--- config.mk ---
export PLATFORM = sky130hd
export DESIGN_NAME = aq_vidu_vid_fp_dis_ctrl_flat
export DESIGN_NICKNAME = d
export VERILOG_FILES = /design/src/rtl/aq_vidu_vid_fp_dis_ctrl_if.sv /design/src/rtl/aq_vidu_vid_fp_dis_ctrl.sv /design/src/flat_wrapper.sv
export SDC_FILE = /design/constraint.sdc
export NUM_CORES = 1
export LEC_CHECK = 0
export ABC_AREA = 1
export ABC_CLOCK_PERIOD_IN_PS = 6420
export CAP_MARGIN = 20
export CORE_ASPECT_RATIO = 0.5
export CORE_MARGIN = 5
export CORE_UTILIZATION = 32
export CTS_BUF_LIST = sky130_fd_sc_hd__clkbuf_4 sky130_fd_sc_hd__clkbuf_8 sky130_fd_sc_hd__clkbuf_16
export CTS_CLUSTER_SIZE = 24
export DETAILED_ROUTE_END_ITERATION = 6
export PLACE_DENSITY = 0.58
export SYNTH_ARGS = -nofsm -noshare
export SYNTH_HDL_FRONTEND = slang
export SYNTH_SLANG_ARGS = --single-unit
export TNS_END_PERCENT = 100
--- constraint.sdc ---
create_clock -name forever_cpuclk -period 6.42 [get_ports forever_cpuclk]
set_clock_uncertainty 0.15 [all_clocks]
set_input_delay 1.284 -clock forever_cpuclk [delete_from_list [all_inputs] [get_ports forever_cpuclk]]
set_output_delay 1.284 -clock forever_cpuclk [all_outputs]
set_load 0.02 [all_outputs]
--- src/rtl/aq_vidu_vid_fp_dis_ctrl_if.sv ---
// aq_vidu_vid_fp_dis_ctrl_if: splitter/datapath/VPU signals seen by the FP dispatch controller
interface aq_vidu_vid_fp_dis_ctrl_if;
  logic       rtu_yy_xx_flush;
  logic       split_ctrl_fp_inst_vld;
  logic       fgpr_reuse_req;
  logic       fgpr_reuse_dstf_vld;
  logic       dp_ctrl_dis_fp_inst_srcf0_vld;
  logic       dp_ctrl_dis_fp_inst_srcf1_vld;
  logic       dp_ctrl_dis_fp_inst_srcf2_vld;
  logic [4:0] dp_ctrl_dis_fp_inst_srcf0_reg;
  logic [4:0] dp_ctrl_dis_fp_inst_srcf1_reg;
  logic [4:0] dp_ctrl_dis_fp_inst_srcf2_reg;
  logic       dp_ctrl_dis_fp_inst_dstf_vld;
  logic [4:0] dp_wbt_fp_dstv_reg;
  logic       dp_ctrl_dis_fp_inst_wb_type;
  logic       dp_ctrl_dis_fp_inst_vlsu_stall;
  logic       vpu_vidu_fp_fwd_vld;
  logic [4:0] vpu_vidu_fp_fwd_reg;
  logic       vpu_vidu_fp_wb_vld;
  logic [4:0] vpu_vidu_fp_wb_reg;
  logic       vpu_vidu_vid_fp_inst_rdy;
  logic       ctrl_dp_fgpr_reuse_inst_dp_vld;
  logic       vidu_vpu_vid_fp_inst_vld;
  logic       ctrl_split_fp_inst_stall;
  logic [2:0] wbt_ctrl_fp_srcv2_info;
  logic       fp_sb_busy;
  modport master (
    output rtu_yy_xx_flush, split_ctrl_fp_inst_vld, fgpr_reuse_req, fgpr_reuse_dstf_vld,
           dp_ctrl_dis_fp_inst_srcf0_vld, dp_ctrl_dis_fp_inst_srcf1_vld, dp_ctrl_dis_fp_inst_srcf2_vld,
           dp_ctrl_dis_fp_inst_srcf0_reg, dp_ctrl_dis_fp_inst_srcf1_reg, dp_ctrl_dis_fp_inst_srcf2_reg,
           dp_ctrl_dis_fp_inst_dstf_vld, dp_wbt_fp_dstv_reg, dp_ctrl_dis_fp_inst_wb_type,
           dp_ctrl_dis_fp_inst_vlsu_stall, vpu_vidu_fp_fwd_vld, vpu_vidu_fp_fwd_reg,
           vpu_vidu_fp_wb_vld, vpu_vidu_fp_wb_reg, vpu_vidu_vid_fp_inst_rdy,
    input  ctrl_dp_fgpr_reuse_inst_dp_vld, vidu_vpu_vid_fp_inst_vld, ctrl_split_fp_inst_stall,
           wbt_ctrl_fp_srcv2_info, fp_sb_busy
  );
  modport slave (
    input  rtu_yy_xx_flush, split_ctrl_fp_inst_vld, fgpr_reuse_req, fgpr_reuse_dstf_vld,
           dp_ctrl_dis_fp_inst_srcf0_vld, dp_ctrl_dis_fp_inst_srcf1_vld, dp_ctrl_dis_fp_inst_srcf2_vld,
           dp_ctrl_dis_fp_inst_srcf0_reg, dp_ctrl_dis_fp_inst_srcf1_reg, dp_ctrl_dis_fp_inst_srcf2_reg,
           dp_ctrl_dis_fp_inst_dstf_vld, dp_wbt_fp_dstv_reg, dp_ctrl_dis_fp_inst_wb_type,
           dp_ctrl_dis_fp_inst_vlsu_stall, vpu_vidu_fp_fwd_vld, vpu_vidu_fp_fwd_reg,
           vpu_vidu_fp_wb_vld, vpu_vidu_fp_wb_reg, vpu_vidu_vid_fp_inst_rdy,
    output ctrl_dp_fgpr_reuse_inst_dp_vld, vidu_vpu_vid_fp_inst_vld, ctrl_split_fp_inst_stall,
           wbt_ctrl_fp_srcv2_info, fp_sb_busy
  );
endinterface

--- src/rtl/aq_vidu_vid_fp_dis_ctrl.sv ---
// aq_vidu_vid_fp_dis_ctrl: FGPR read-port arbitration, pending-write scoreboard and FP dispatch valid
module aq_vidu_vid_fp_dis_ctrl #(
  parameter int STARVE_LMT = 4
) (
  input logic                      forever_cpuclk,
  input logic                      cpurst_b,
  aq_vidu_vid_fp_dis_ctrl_if.slave dis
);
  logic [31:0] pend, pend_type, set_mask, clr_mask;
  logic [2:0]  starve_cnt;
  logic        split, flush, gnt, src0_ok, src1_ok, src2_ok, waw, vld, fire, set_en, set_type;
  logic [4:0]  r0, r1, r2, dst;
  always_comb begin
    split    = dis.split_ctrl_fp_inst_vld;
    flush    = dis.rtu_yy_xx_flush;
    r0       = dis.dp_ctrl_dis_fp_inst_srcf0_reg;
    r1       = dis.dp_ctrl_dis_fp_inst_srcf1_reg;
    r2       = dis.dp_ctrl_dis_fp_inst_srcf2_reg;
    dst      = dis.dp_wbt_fp_dstv_reg;
    gnt      = dis.fgpr_reuse_req & ~flush & ~(split & (starve_cnt == 3'(STARVE_LMT)));
    src0_ok  = ~dis.dp_ctrl_dis_fp_inst_srcf0_vld | ~pend[r0]
             | (dis.vpu_vidu_fp_fwd_vld & (dis.vpu_vidu_fp_fwd_reg == r0) & ~pend_type[r0]);
    src1_ok  = ~dis.dp_ctrl_dis_fp_inst_srcf1_vld | ~pend[r1]
             | (dis.vpu_vidu_fp_fwd_vld & (dis.vpu_vidu_fp_fwd_reg == r1) & ~pend_type[r1]);
    // srcf2 is read late in execute, so only long-latency producers block it
    src2_ok  = ~dis.dp_ctrl_dis_fp_inst_srcf2_vld | ~(pend[r2] & pend_type[r2]);
    waw      = dis.dp_ctrl_dis_fp_inst_dstf_vld & pend[dst] & pend_type[dst];
    vld      = split & ~gnt & src0_ok & src1_ok & src2_ok & ~waw
             & ~dis.dp_ctrl_dis_fp_inst_vlsu_stall & ~flush;
    fire     = vld & dis.vpu_vidu_vid_fp_inst_rdy;
    set_en   = (fire & dis.dp_ctrl_dis_fp_inst_dstf_vld) | (gnt & dis.fgpr_reuse_dstf_vld);
    set_type = fire & dis.dp_ctrl_dis_fp_inst_wb_type;
    set_mask = set_en ? 32'd1 << dst : '0;
    clr_mask = dis.vpu_vidu_fp_wb_vld ? 32'd1 << dis.vpu_vidu_fp_wb_reg : '0;
    dis.ctrl_dp_fgpr_reuse_inst_dp_vld = gnt;
    dis.vidu_vpu_vid_fp_inst_vld       = vld;
    dis.ctrl_split_fp_inst_stall       = split & ~fire;
    dis.wbt_ctrl_fp_srcv2_info         = {pend_type[r2], pend[r2], ~pend[r2]};
    dis.fp_sb_busy                     = |pend;
  end
  always_ff @(posedge forever_cpuclk or negedge cpurst_b) begin
    if (!cpurst_b) begin
      pend       <= '0;
      pend_type  <= '0;
      starve_cnt <= '0;
    end else if (flush) begin
      pend       <= '0;
      pend_type  <= '0;
      starve_cnt <= '0;
    end else begin
      pend       <= (pend & ~clr_mask) | set_mask;
      pend_type  <= (pend_type & ~clr_mask & ~set_mask) | (set_type ? set_mask : '0);
      starve_cnt <= (~split | fire) ? '0 : gnt ? starve_cnt + 3'd1 : starve_cnt;
    end
  end
endmodule

--- src/flat_wrapper.sv ---
// flat-port wrapper written by rule: the top's interface ports become plain ports
module aq_vidu_vid_fp_dis_ctrl_flat 
#(
  parameter int STARVE_LMT = 4
)
  (forever_cpuclk, cpurst_b, dis_rtu_yy_xx_flush, dis_split_ctrl_fp_inst_vld, dis_fgpr_reuse_req, dis_fgpr_reuse_dstf_vld, dis_dp_ctrl_dis_fp_inst_srcf0_vld, dis_dp_ctrl_dis_fp_inst_srcf1_vld, dis_dp_ctrl_dis_fp_inst_srcf2_vld, dis_dp_ctrl_dis_fp_inst_srcf0_reg, dis_dp_ctrl_dis_fp_inst_srcf1_reg, dis_dp_ctrl_dis_fp_inst_srcf2_reg, dis_dp_ctrl_dis_fp_inst_dstf_vld, dis_dp_wbt_fp_dstv_reg, dis_dp_ctrl_dis_fp_inst_wb_type, dis_dp_ctrl_dis_fp_inst_vlsu_stall, dis_vpu_vidu_fp_fwd_vld, dis_vpu_vidu_fp_fwd_reg, dis_vpu_vidu_fp_wb_vld, dis_vpu_vidu_fp_wb_reg, dis_vpu_vidu_vid_fp_inst_rdy, dis_ctrl_dp_fgpr_reuse_inst_dp_vld, dis_vidu_vpu_vid_fp_inst_vld, dis_ctrl_split_fp_inst_stall, dis_wbt_ctrl_fp_srcv2_info, dis_fp_sb_busy);
  aq_vidu_vid_fp_dis_ctrl_if dis_i ();
  input logic forever_cpuclk;
  input logic cpurst_b;
  input wire logic [$bits(dis_i.rtu_yy_xx_flush)-1:0] dis_rtu_yy_xx_flush;
  input wire logic [$bits(dis_i.split_ctrl_fp_inst_vld)-1:0] dis_split_ctrl_fp_inst_vld;
  input wire logic [$bits(dis_i.fgpr_reuse_req)-1:0] dis_fgpr_reuse_req;
  input wire logic [$bits(dis_i.fgpr_reuse_dstf_vld)-1:0] dis_fgpr_reuse_dstf_vld;
  input wire logic [$bits(dis_i.dp_ctrl_dis_fp_inst_srcf0_vld)-1:0] dis_dp_ctrl_dis_fp_inst_srcf0_vld;
  input wire logic [$bits(dis_i.dp_ctrl_dis_fp_inst_srcf1_vld)-1:0] dis_dp_ctrl_dis_fp_inst_srcf1_vld;
  input wire logic [$bits(dis_i.dp_ctrl_dis_fp_inst_srcf2_vld)-1:0] dis_dp_ctrl_dis_fp_inst_srcf2_vld;
  input wire logic [$bits(dis_i.dp_ctrl_dis_fp_inst_srcf0_reg)-1:0] dis_dp_ctrl_dis_fp_inst_srcf0_reg;
  input wire logic [$bits(dis_i.dp_ctrl_dis_fp_inst_srcf1_reg)-1:0] dis_dp_ctrl_dis_fp_inst_srcf1_reg;
  input wire logic [$bits(dis_i.dp_ctrl_dis_fp_inst_srcf2_reg)-1:0] dis_dp_ctrl_dis_fp_inst_srcf2_reg;
  input wire logic [$bits(dis_i.dp_ctrl_dis_fp_inst_dstf_vld)-1:0] dis_dp_ctrl_dis_fp_inst_dstf_vld;
  input wire logic [$bits(dis_i.dp_wbt_fp_dstv_reg)-1:0] dis_dp_wbt_fp_dstv_reg;
  input wire logic [$bits(dis_i.dp_ctrl_dis_fp_inst_wb_type)-1:0] dis_dp_ctrl_dis_fp_inst_wb_type;
  input wire logic [$bits(dis_i.dp_ctrl_dis_fp_inst_vlsu_stall)-1:0] dis_dp_ctrl_dis_fp_inst_vlsu_stall;
  input wire logic [$bits(dis_i.vpu_vidu_fp_fwd_vld)-1:0] dis_vpu_vidu_fp_fwd_vld;
  input wire logic [$bits(dis_i.vpu_vidu_fp_fwd_reg)-1:0] dis_vpu_vidu_fp_fwd_reg;
  input wire logic [$bits(dis_i.vpu_vidu_fp_wb_vld)-1:0] dis_vpu_vidu_fp_wb_vld;
  input wire logic [$bits(dis_i.vpu_vidu_fp_wb_reg)-1:0] dis_vpu_vidu_fp_wb_reg;
  input wire logic [$bits(dis_i.vpu_vidu_vid_fp_inst_rdy)-1:0] dis_vpu_vidu_vid_fp_inst_rdy;
  output wire logic [$bits(dis_i.ctrl_dp_fgpr_reuse_inst_dp_vld)-1:0] dis_ctrl_dp_fgpr_reuse_inst_dp_vld;
  output wire logic [$bits(dis_i.vidu_vpu_vid_fp_inst_vld)-1:0] dis_vidu_vpu_vid_fp_inst_vld;
  output wire logic [$bits(dis_i.ctrl_split_fp_inst_stall)-1:0] dis_ctrl_split_fp_inst_stall;
  output wire logic [$bits(dis_i.wbt_ctrl_fp_srcv2_info)-1:0] dis_wbt_ctrl_fp_srcv2_info;
  output wire logic [$bits(dis_i.fp_sb_busy)-1:0] dis_fp_sb_busy;
  assign dis_i.rtu_yy_xx_flush = dis_rtu_yy_xx_flush;
  assign dis_i.split_ctrl_fp_inst_vld = dis_split_ctrl_fp_inst_vld;
  assign dis_i.fgpr_reuse_req = dis_fgpr_reuse_req;
  assign dis_i.fgpr_reuse_dstf_vld = dis_fgpr_reuse_dstf_vld;
  assign dis_i.dp_ctrl_dis_fp_inst_srcf0_vld = dis_dp_ctrl_dis_fp_inst_srcf0_vld;
  assign dis_i.dp_ctrl_dis_fp_inst_srcf1_vld = dis_dp_ctrl_dis_fp_inst_srcf1_vld;
  assign dis_i.dp_ctrl_dis_fp_inst_srcf2_vld = dis_dp_ctrl_dis_fp_inst_srcf2_vld;
  assign dis_i.dp_ctrl_dis_fp_inst_srcf0_reg = dis_dp_ctrl_dis_fp_inst_srcf0_reg;
  assign dis_i.dp_ctrl_dis_fp_inst_srcf1_reg = dis_dp_ctrl_dis_fp_inst_srcf1_reg;
  assign dis_i.dp_ctrl_dis_fp_inst_srcf2_reg = dis_dp_ctrl_dis_fp_inst_srcf2_reg;
  assign dis_i.dp_ctrl_dis_fp_inst_dstf_vld = dis_dp_ctrl_dis_fp_inst_dstf_vld;
  assign dis_i.dp_wbt_fp_dstv_reg = dis_dp_wbt_fp_dstv_reg;
  assign dis_i.dp_ctrl_dis_fp_inst_wb_type = dis_dp_ctrl_dis_fp_inst_wb_type;
  assign dis_i.dp_ctrl_dis_fp_inst_vlsu_stall = dis_dp_ctrl_dis_fp_inst_vlsu_stall;
  assign dis_i.vpu_vidu_fp_fwd_vld = dis_vpu_vidu_fp_fwd_vld;
  assign dis_i.vpu_vidu_fp_fwd_reg = dis_vpu_vidu_fp_fwd_reg;
  assign dis_i.vpu_vidu_fp_wb_vld = dis_vpu_vidu_fp_wb_vld;
  assign dis_i.vpu_vidu_fp_wb_reg = dis_vpu_vidu_fp_wb_reg;
  assign dis_i.vpu_vidu_vid_fp_inst_rdy = dis_vpu_vidu_vid_fp_inst_rdy;
  assign dis_ctrl_dp_fgpr_reuse_inst_dp_vld = dis_i.ctrl_dp_fgpr_reuse_inst_dp_vld;
  assign dis_vidu_vpu_vid_fp_inst_vld = dis_i.vidu_vpu_vid_fp_inst_vld;
  assign dis_ctrl_split_fp_inst_stall = dis_i.ctrl_split_fp_inst_stall;
  assign dis_wbt_ctrl_fp_srcv2_info = dis_i.wbt_ctrl_fp_srcv2_info;
  assign dis_fp_sb_busy = dis_i.fp_sb_busy;
  aq_vidu_vid_fp_dis_ctrl #(.STARVE_LMT(STARVE_LMT)) u_core (.forever_cpuclk(forever_cpuclk), .cpurst_b(cpurst_b), .dis(dis_i));
endmodule
Yosys cells after proc, flatten, opt, wreduce, memory -nomap -nowiden:

Cells that the tools add are included.
Widths: inputs -> output; s select.

* $add $sub $neg: 1
* order comparisons: 4
* equal/unequal tests: 3
* shifts and indexed selects: 2
* mux-type cells: 24
* bitwise operators: 52
* reductions and logical operators: 2

Operators by type and width (number)
* $mux 32: 5
* $and 32x32->32: 3
* $not 32->32: 2
* $or 32x32->32: 2
* $shl 1x5->32 const A: 2
* $bmux 1 s5: 8
* $reduce_or 32->1: 1
* $lt 5x6->1 const B: 4
* $and 1x1->1: 22
* $not 1->1: 16
* $eq 5x5->1: 2
* $mux 3: 3
* $mux 1: 8
* $or 1x1->1: 7
* $add 3x1->3 const B: 1
* $eq 3x3->1 const B: 1
* $reduce_bool 3->1: 1

* bits in registers: 67
* input port bits: 45
* output and inout port bits: 7
* word-level logic and storage cells: 91

Logic depth before layout (Yosys ltp):

* depth in word-level cells: 20
* depth in mapped cells: 20
* depth with buffers taken out: 17

Least setup slack after synthesis:

OpenSTA, ideal clock, no wires.

* path type: input port to output port
* start: in dis_dp_ctrl_dis_fp_inst_srcf2_reg[1]
* end: out dis_ctrl_split_fp_inst_stall
* arrival: 3148 ps
* data required time: 4986 ps
* slack: 1838 ps
* cell stages on the path: 16
* path buffers: 2
* cells stage by stage: buf_2 > inv_2 > buf_4 > nand3_1 > nand3_1 > nand2_1 > nand2_1 > nand2_1 > nand2_1 > nand2_1 > nand3_1 > nand2_1 > nor3_1 > nand2_1 > nand2_1 > inv_1

* cells in the longest elaborated chain, start to end: 12
* elaborated cells on any way between the ends: 14
* classes of those cells: 4 x mux; 10 x bitwise

Ends and longest elaborated chain
* start: declaration: line flat_wrapper.sv:19 `input wire logic [$bits(dis_i.dp_ctrl_dis_fp_inst_srcf2_reg)-1:0] dis_dp_ctrl_dis_fp_inst_srcf2_reg;`
* $bmux 1 s5
* $mux 1
* net dis_wbt_ctrl_fp_srcv2_info[2]: line flat_wrapper.sv:32 `output wire logic [$bits(dis_i.wbt_ctrl_fp_srcv2_info)-1:0] dis_wbt_ctrl_fp_srcv2_info;`
* $and 1x1->1: line aq_vidu_vid_fp_dis_ctrl.sv:26 `src2_ok = ~dis.dp_ctrl_dis_fp_inst_srcf2_vld | ~(pend[r2] & pend_type[r2]);`
* $not 1->1: line aq_vidu_vid_fp_dis_ctrl.sv:26
* $or 1x1->1: line aq_vidu_vid_fp_dis_ctrl.sv:26
* $and 1x1->1 (2 in series): line aq_vidu_vid_fp_dis_ctrl.sv:28 `vld = split & ~gnt & src0_ok & src1_ok & src2_ok & ~waw`
* $and 1x1->1 (2 in series): line aq_vidu_vid_fp_dis_ctrl.sv:29 `& ~dis.dp_ctrl_dis_fp_inst_vlsu_stall & ~flush;`
* net dis_vidu_vpu_vid_fp_inst_vld: line flat_wrapper.sv:30 `output wire logic [$bits(dis_i.vidu_vpu_vid_fp_inst_vld)-1:0] dis_vidu_vpu_vid_fp_inst_vld;`
* $and 1x1->1: line aq_vidu_vid_fp_dis_ctrl.sv:30 `fire = vld & dis.vpu_vidu_vid_fp_inst_rdy;`
* $not 1->1: line aq_vidu_vid_fp_dis_ctrl.sv:37 `dis.ctrl_split_fp_inst_stall = split & ~fire;`
* $and 1x1->1: line aq_vidu_vid_fp_dis_ctrl.sv:37
* end: declaration: line flat_wrapper.sv:31 `output wire logic [$bits(dis_i.ctrl_split_fp_inst_stall)-1:0] dis_ctrl_split_fp_inst_stall;`

The timed path passes the listed nets, and every way through them passes these cells. The select of a mux whose other input is x is not followed.

Final worst setup path:

* start: in dis_dp_ctrl_dis_fp_inst_srcf0_reg[2]
* end: out dis_ctrl_split_fp_inst_stall

* cells in the longest elaborated chain, start to end: 14
* elaborated cells on any way between the ends: 20
* classes of those cells: 1 x eq/ne; 4 x mux; 15 x bitwise

Ends and longest elaborated chain
* start: declaration: line flat_wrapper.sv:17 `input wire logic [$bits(dis_i.dp_ctrl_dis_fp_inst_srcf0_reg)-1:0] dis_dp_ctrl_dis_fp_inst_srcf0_reg;`
* $bmux 1 s5 (on tied branches): line aq_vidu_vid_fp_dis_ctrl.sv:21, aq_vidu_vid_fp_dis_ctrl.sv:22
* $mux 1 (on tied branches): line aq_vidu_vid_fp_dis_ctrl.sv:21, aq_vidu_vid_fp_dis_ctrl.sv:22
* $not 1->1 (on tied branches): line aq_vidu_vid_fp_dis_ctrl.sv:21, aq_vidu_vid_fp_dis_ctrl.sv:22
* $or 1x1->1 or $and 1x1->1 (tied branches): line aq_vidu_vid_fp_dis_ctrl.sv:21, aq_vidu_vid_fp_dis_ctrl.sv:22
* $or 1x1->1 *: line aq_vidu_vid_fp_dis_ctrl.sv:22 `| (dis.vpu_vidu_fp_fwd_vld & (dis.vpu_vidu_fp_fwd_reg == r0) & ~pend_type[r0]);`
* $and 1x1->1 * (4 in series): line aq_vidu_vid_fp_dis_ctrl.sv:28
* $and 1x1->1 * (2 in series): line aq_vidu_vid_fp_dis_ctrl.sv:29
* $and 1x1->1 *: line aq_vidu_vid_fp_dis_ctrl.sv:30
* $not 1->1 *: line aq_vidu_vid_fp_dis_ctrl.sv:37
* $and 1x1->1 *: line aq_vidu_vid_fp_dis_ctrl.sv:37

Mark *: on every way between the ends. The rest lies on a longest branch, timed or not. The select of a mux whose other input is x is not followed.

==> results summary <==
The clock-pin slew on the worst setup and hold paths is about 0.050 ns. The clock sink total came out at 67. Dividing the synthesized area by the synthesized cell count gives 5.64 sq um.

The detail route stage leaves a number of antenna-violating nets equal to 0. The data required time of the critical path is between 4 and 5 ns. The synthesized design contains 67 register bits. The library cell used most frequently in the layout, excluding fill and tap cells, is sky130_fd_sc_hd__nand2_1. The number of design-rule violations left by the first detailed-router iteration is roughly 1.0k. For this run, the top clock speed supported by timing is 164 MHz. The area growth from synthesis to layout came out at 13.4%. The worst setup path is launched from an input pin. The minimum period implied by the final worst setup slack is a little over 6 ns.

The weighted congestion at the end of routability-driven global placement is just over 1. The worst-path maximum fanout came out at 10. Synthesis produced 1166 cells. The library cells used most frequently in the layout, excluding fill and tap cells, are sky130_fd_sc_hd__nand2_1 (387), sky130_fd_sc_hd__nand3_1 (207), sky130_fd_sc_hd__nor2_1 (123). The synthesized netlist contains 28 unique library cells. For this run the aggregate overflow at the end of global routing stands at 0. The net count after synthesis is around 1.2k. TritonCTS built the clock tree. The final wirelength is around 30 mm. The filler cell count came out at approximately 2.3k.

The transition time at the pin with the least slew margin came out at 0.951 ns. After detailed routing, the number of remaining DRC violations is 3. Row generation in the floorplan step produced 37 rows.

The H-tree was split into 3 levels. Across the run, the number of max-cap violations was 0. CTS placed an instance of sky130_fd_sc_hd__clkbuf_16 at the clock tree root. The flip-flop and latch area came out at roughly 1700 sq um. The number of global-route vias before repair came out at between 7k and 8k. The final hold violation count is 0. The first global-routing pass estimated roughly 45 mm of wire. The combined area of all synthesized cells is 6580 sq um. The largest net degree at the start of global routing came out at approximately 70. The half-perimeter wire length after placement is approximately 22 mm. The flow ran to the end, but the final reports show violations. The number of vias per cell after detailed routing is around 5.6. After detailed routing, the average wire length per cell comes to around 21 microns. The number of buffers added to fix hold violations after cts came out at 0. The number of detailed-route iterations in the first pass is 7.

Setup repair after global routing left no endpoint under its margin. The Yosys step of the flow raised 0 warnings. For this design the static power due to leakage is 3.40 nW. The final sum of negative setup slack is 0 ns. The element type at the critical path end is an output port.

Cells with a size suffix above 1 make up ~4.3% of the layout. The number of setup buffers added after CTS is 0. The width of the chip is approximately 210 microns. The design draws 1.21 mW. Counting the buffers created by CTS gives 9.

For this run, the post-layout net count is 1218. Measured against its own limit, the worst slew margin works out to a little over a third. IR analysis of the VDD net gives a maximum drop of 0.0909 mV. The count of buffers from port buffering is between 50 and 60. The class of the tightest hold or removal check is reg2reg. The worst path arrival time is about 4.7 ns.

The period utilization is 94.7%. The final count of negative-setup-slack endpoints came out at 0. Measured along the y axis, the die boundary spans between 100 and 150 microns. Across all hold checks on the routed design, the worst slack comes to 0.414 ns. The initial antenna violation count came out at 1. The checks that failed: design-rule violations.

The total area inside the core boundary comes to between 20000 and 25000 sq um. The maximum buffer depth of the clock tree came out at 2. The combined area of the multi-input logic cells is 4100 sq um. The insertion delay to the later sink of the worst-skew pair is 0.35 ns.

The number of resized instances in the post-cts repair step is 0. Once placement finished, the instance area stood at approximately 7000 sq um. The antenna diode instance count came out at 0. The routed layout has 8122 vias. Dividing total power by cell area gives a power density of roughly 160 nW/um^2. The global-route usage over all layers came out at 24.8%.

The floorplan step defined a die boundary enclosing 23700 sq um. Summing all non-filler instances in the final layout gives an area of around 7500 sq um. By startpoint and endpoint, the worst setup path is classified as in2out. After synthesis, flip-flops and latches occupy between 20% and 30% of the total area. The effective utilization at floorplan came out at around 32%. The number of top-level pins is 52.

The max-slew violation count was 0.
## critical path: stages
cell,delay (ns)
sky130_fd_sc_hd__clkdlybuf4s50_1,0.77
sky130_fd_sc_hd__clkinv_1,0.50
sky130_fd_sc_hd__nand3_1,0.24
sky130_fd_sc_hd__nand3_1,0.15
sky130_fd_sc_hd__a21oi_1,0.19
sky130_fd_sc_hd__nor2_1,0.07
sky130_fd_sc_hd__nor2_1,0.37
sky130_fd_sc_hd__nor3_1,0.24
sky130_fd_sc_hd__nand2_1,0.10
sky130_fd_sc_hd__nand2_1,0.05
sky130_fd_sc_hd__inv_1,0.07
sky130_fd_sc_hd__clkdlybuf4s50_1,0.60
## Yosys cell counts, drive strengths merged
master  number  area, sq um
a31oi       12         75.1
o21ai       51          255
or3          1         6.26
o211ai      17          128
o221ai       1         8.76
buf         54          335
nor4        14         87.6
nand3      207         1040
dfrtp       67         1680
nor3         6         30.0
clkinv       3         11.3
xor2         2         17.5
inv        100          375
nand4        8         50.1
ha           2         25.0
a21oi       84          420
o22ai        1         6.26
clkbuf      22         82.6
nand2      388         1460
nor2       126          494
## path summary, 6_finish.rpt
| path | start | end | slack [ns] | cells past startpoint |
|---|---|---|---|---|
| setup / recovery | dis_dp_ctrl_dis_fp_inst_srcf0_reg[2] | dis_ctrl_split_fp_inst_stall | 0.34 | 12 |
| hold / removal | u_core.starve_cnt[2]$_DFFE_PN0P_ | u_core.starve_cnt[2]$_DFFE_PN0P_ | 0.41 | 2 |
| setup reg to reg | u_core.starve_cnt[0]$_DFFE_PN0P_ | u_core.pend[13]$_DFF_PN0_ | 2.99 | 13 |
| hold reg to reg | u_core.starve_cnt[2]$_DFFE_PN0P_ | u_core.starve_cnt[2]$_DFFE_PN0P_ | 0.41 | 2 |
| max in group asynchronous | cpurst_b | u_core.pend[7]$_DFF_PN0_ | 4.51 | 2 |
| min in group asynchronous | cpurst_b | u_core.pend[31]$_DFF_PN0_ | 1.00 | 2 |
## flip-flops by register name, indices dropped and copies added (netlist names)
signal,flops
u_core.pend_type,32
u_core.pend,32
u_core.starve_cnt,3
## routing by layer
metal  part of all wire [%]  GRT usage, %  vias up  routed length, microns
met2                     40          34.4      462                   11900
met4                    1.9          5.07        0                     561
met1                     45          37.3     3798                   13400
met5                      0             0        -                       0
li1                       -             -     3820                       -
met3                     14          8.39       42                    4090
## area by class of cell
type	count	area share, %
inverter	103	5.18
timing repair buffer	70	8.82
sequential	67	22.5
clock inverter	6	0.872
multi-input combinational	920	54.9
clock buffer	10	3.12
tap	273	4.58
## where the power goes
group / switching (mW) / internal, mW / leakage [nW]
Clock: 0.208 / 0.306 / 0.146
Sequential: 0.00354 / 0.424 / 0.935
Combinational: 0.186 / 0.0858 / 2.32
Total: 0.397 / 0.816 / 3.40
## kinds of logic after synthesis
kind of cell	after synthesis	synth area share, %
xor+xnor	2	0.266
flops	67	25.5
compound gates	166	13.6
fa+ha+maj	2	0.380
simple gates	750	48.1
buf+inv	179	12.2
## metrics by stage
step	instances	util [%]	setup WS, ns
2_1_floorplan	1166	-	1.84
3_3_place_gp	1433	35.1	0.360
3_5_place_dp	1433	35.1	0.398
4_1_cts	1449	36.6	0.368
5_1_grt	1449	36.6	0.0721
6_report	1449	36.6	0.338
(Power assumes the default switching activity.)
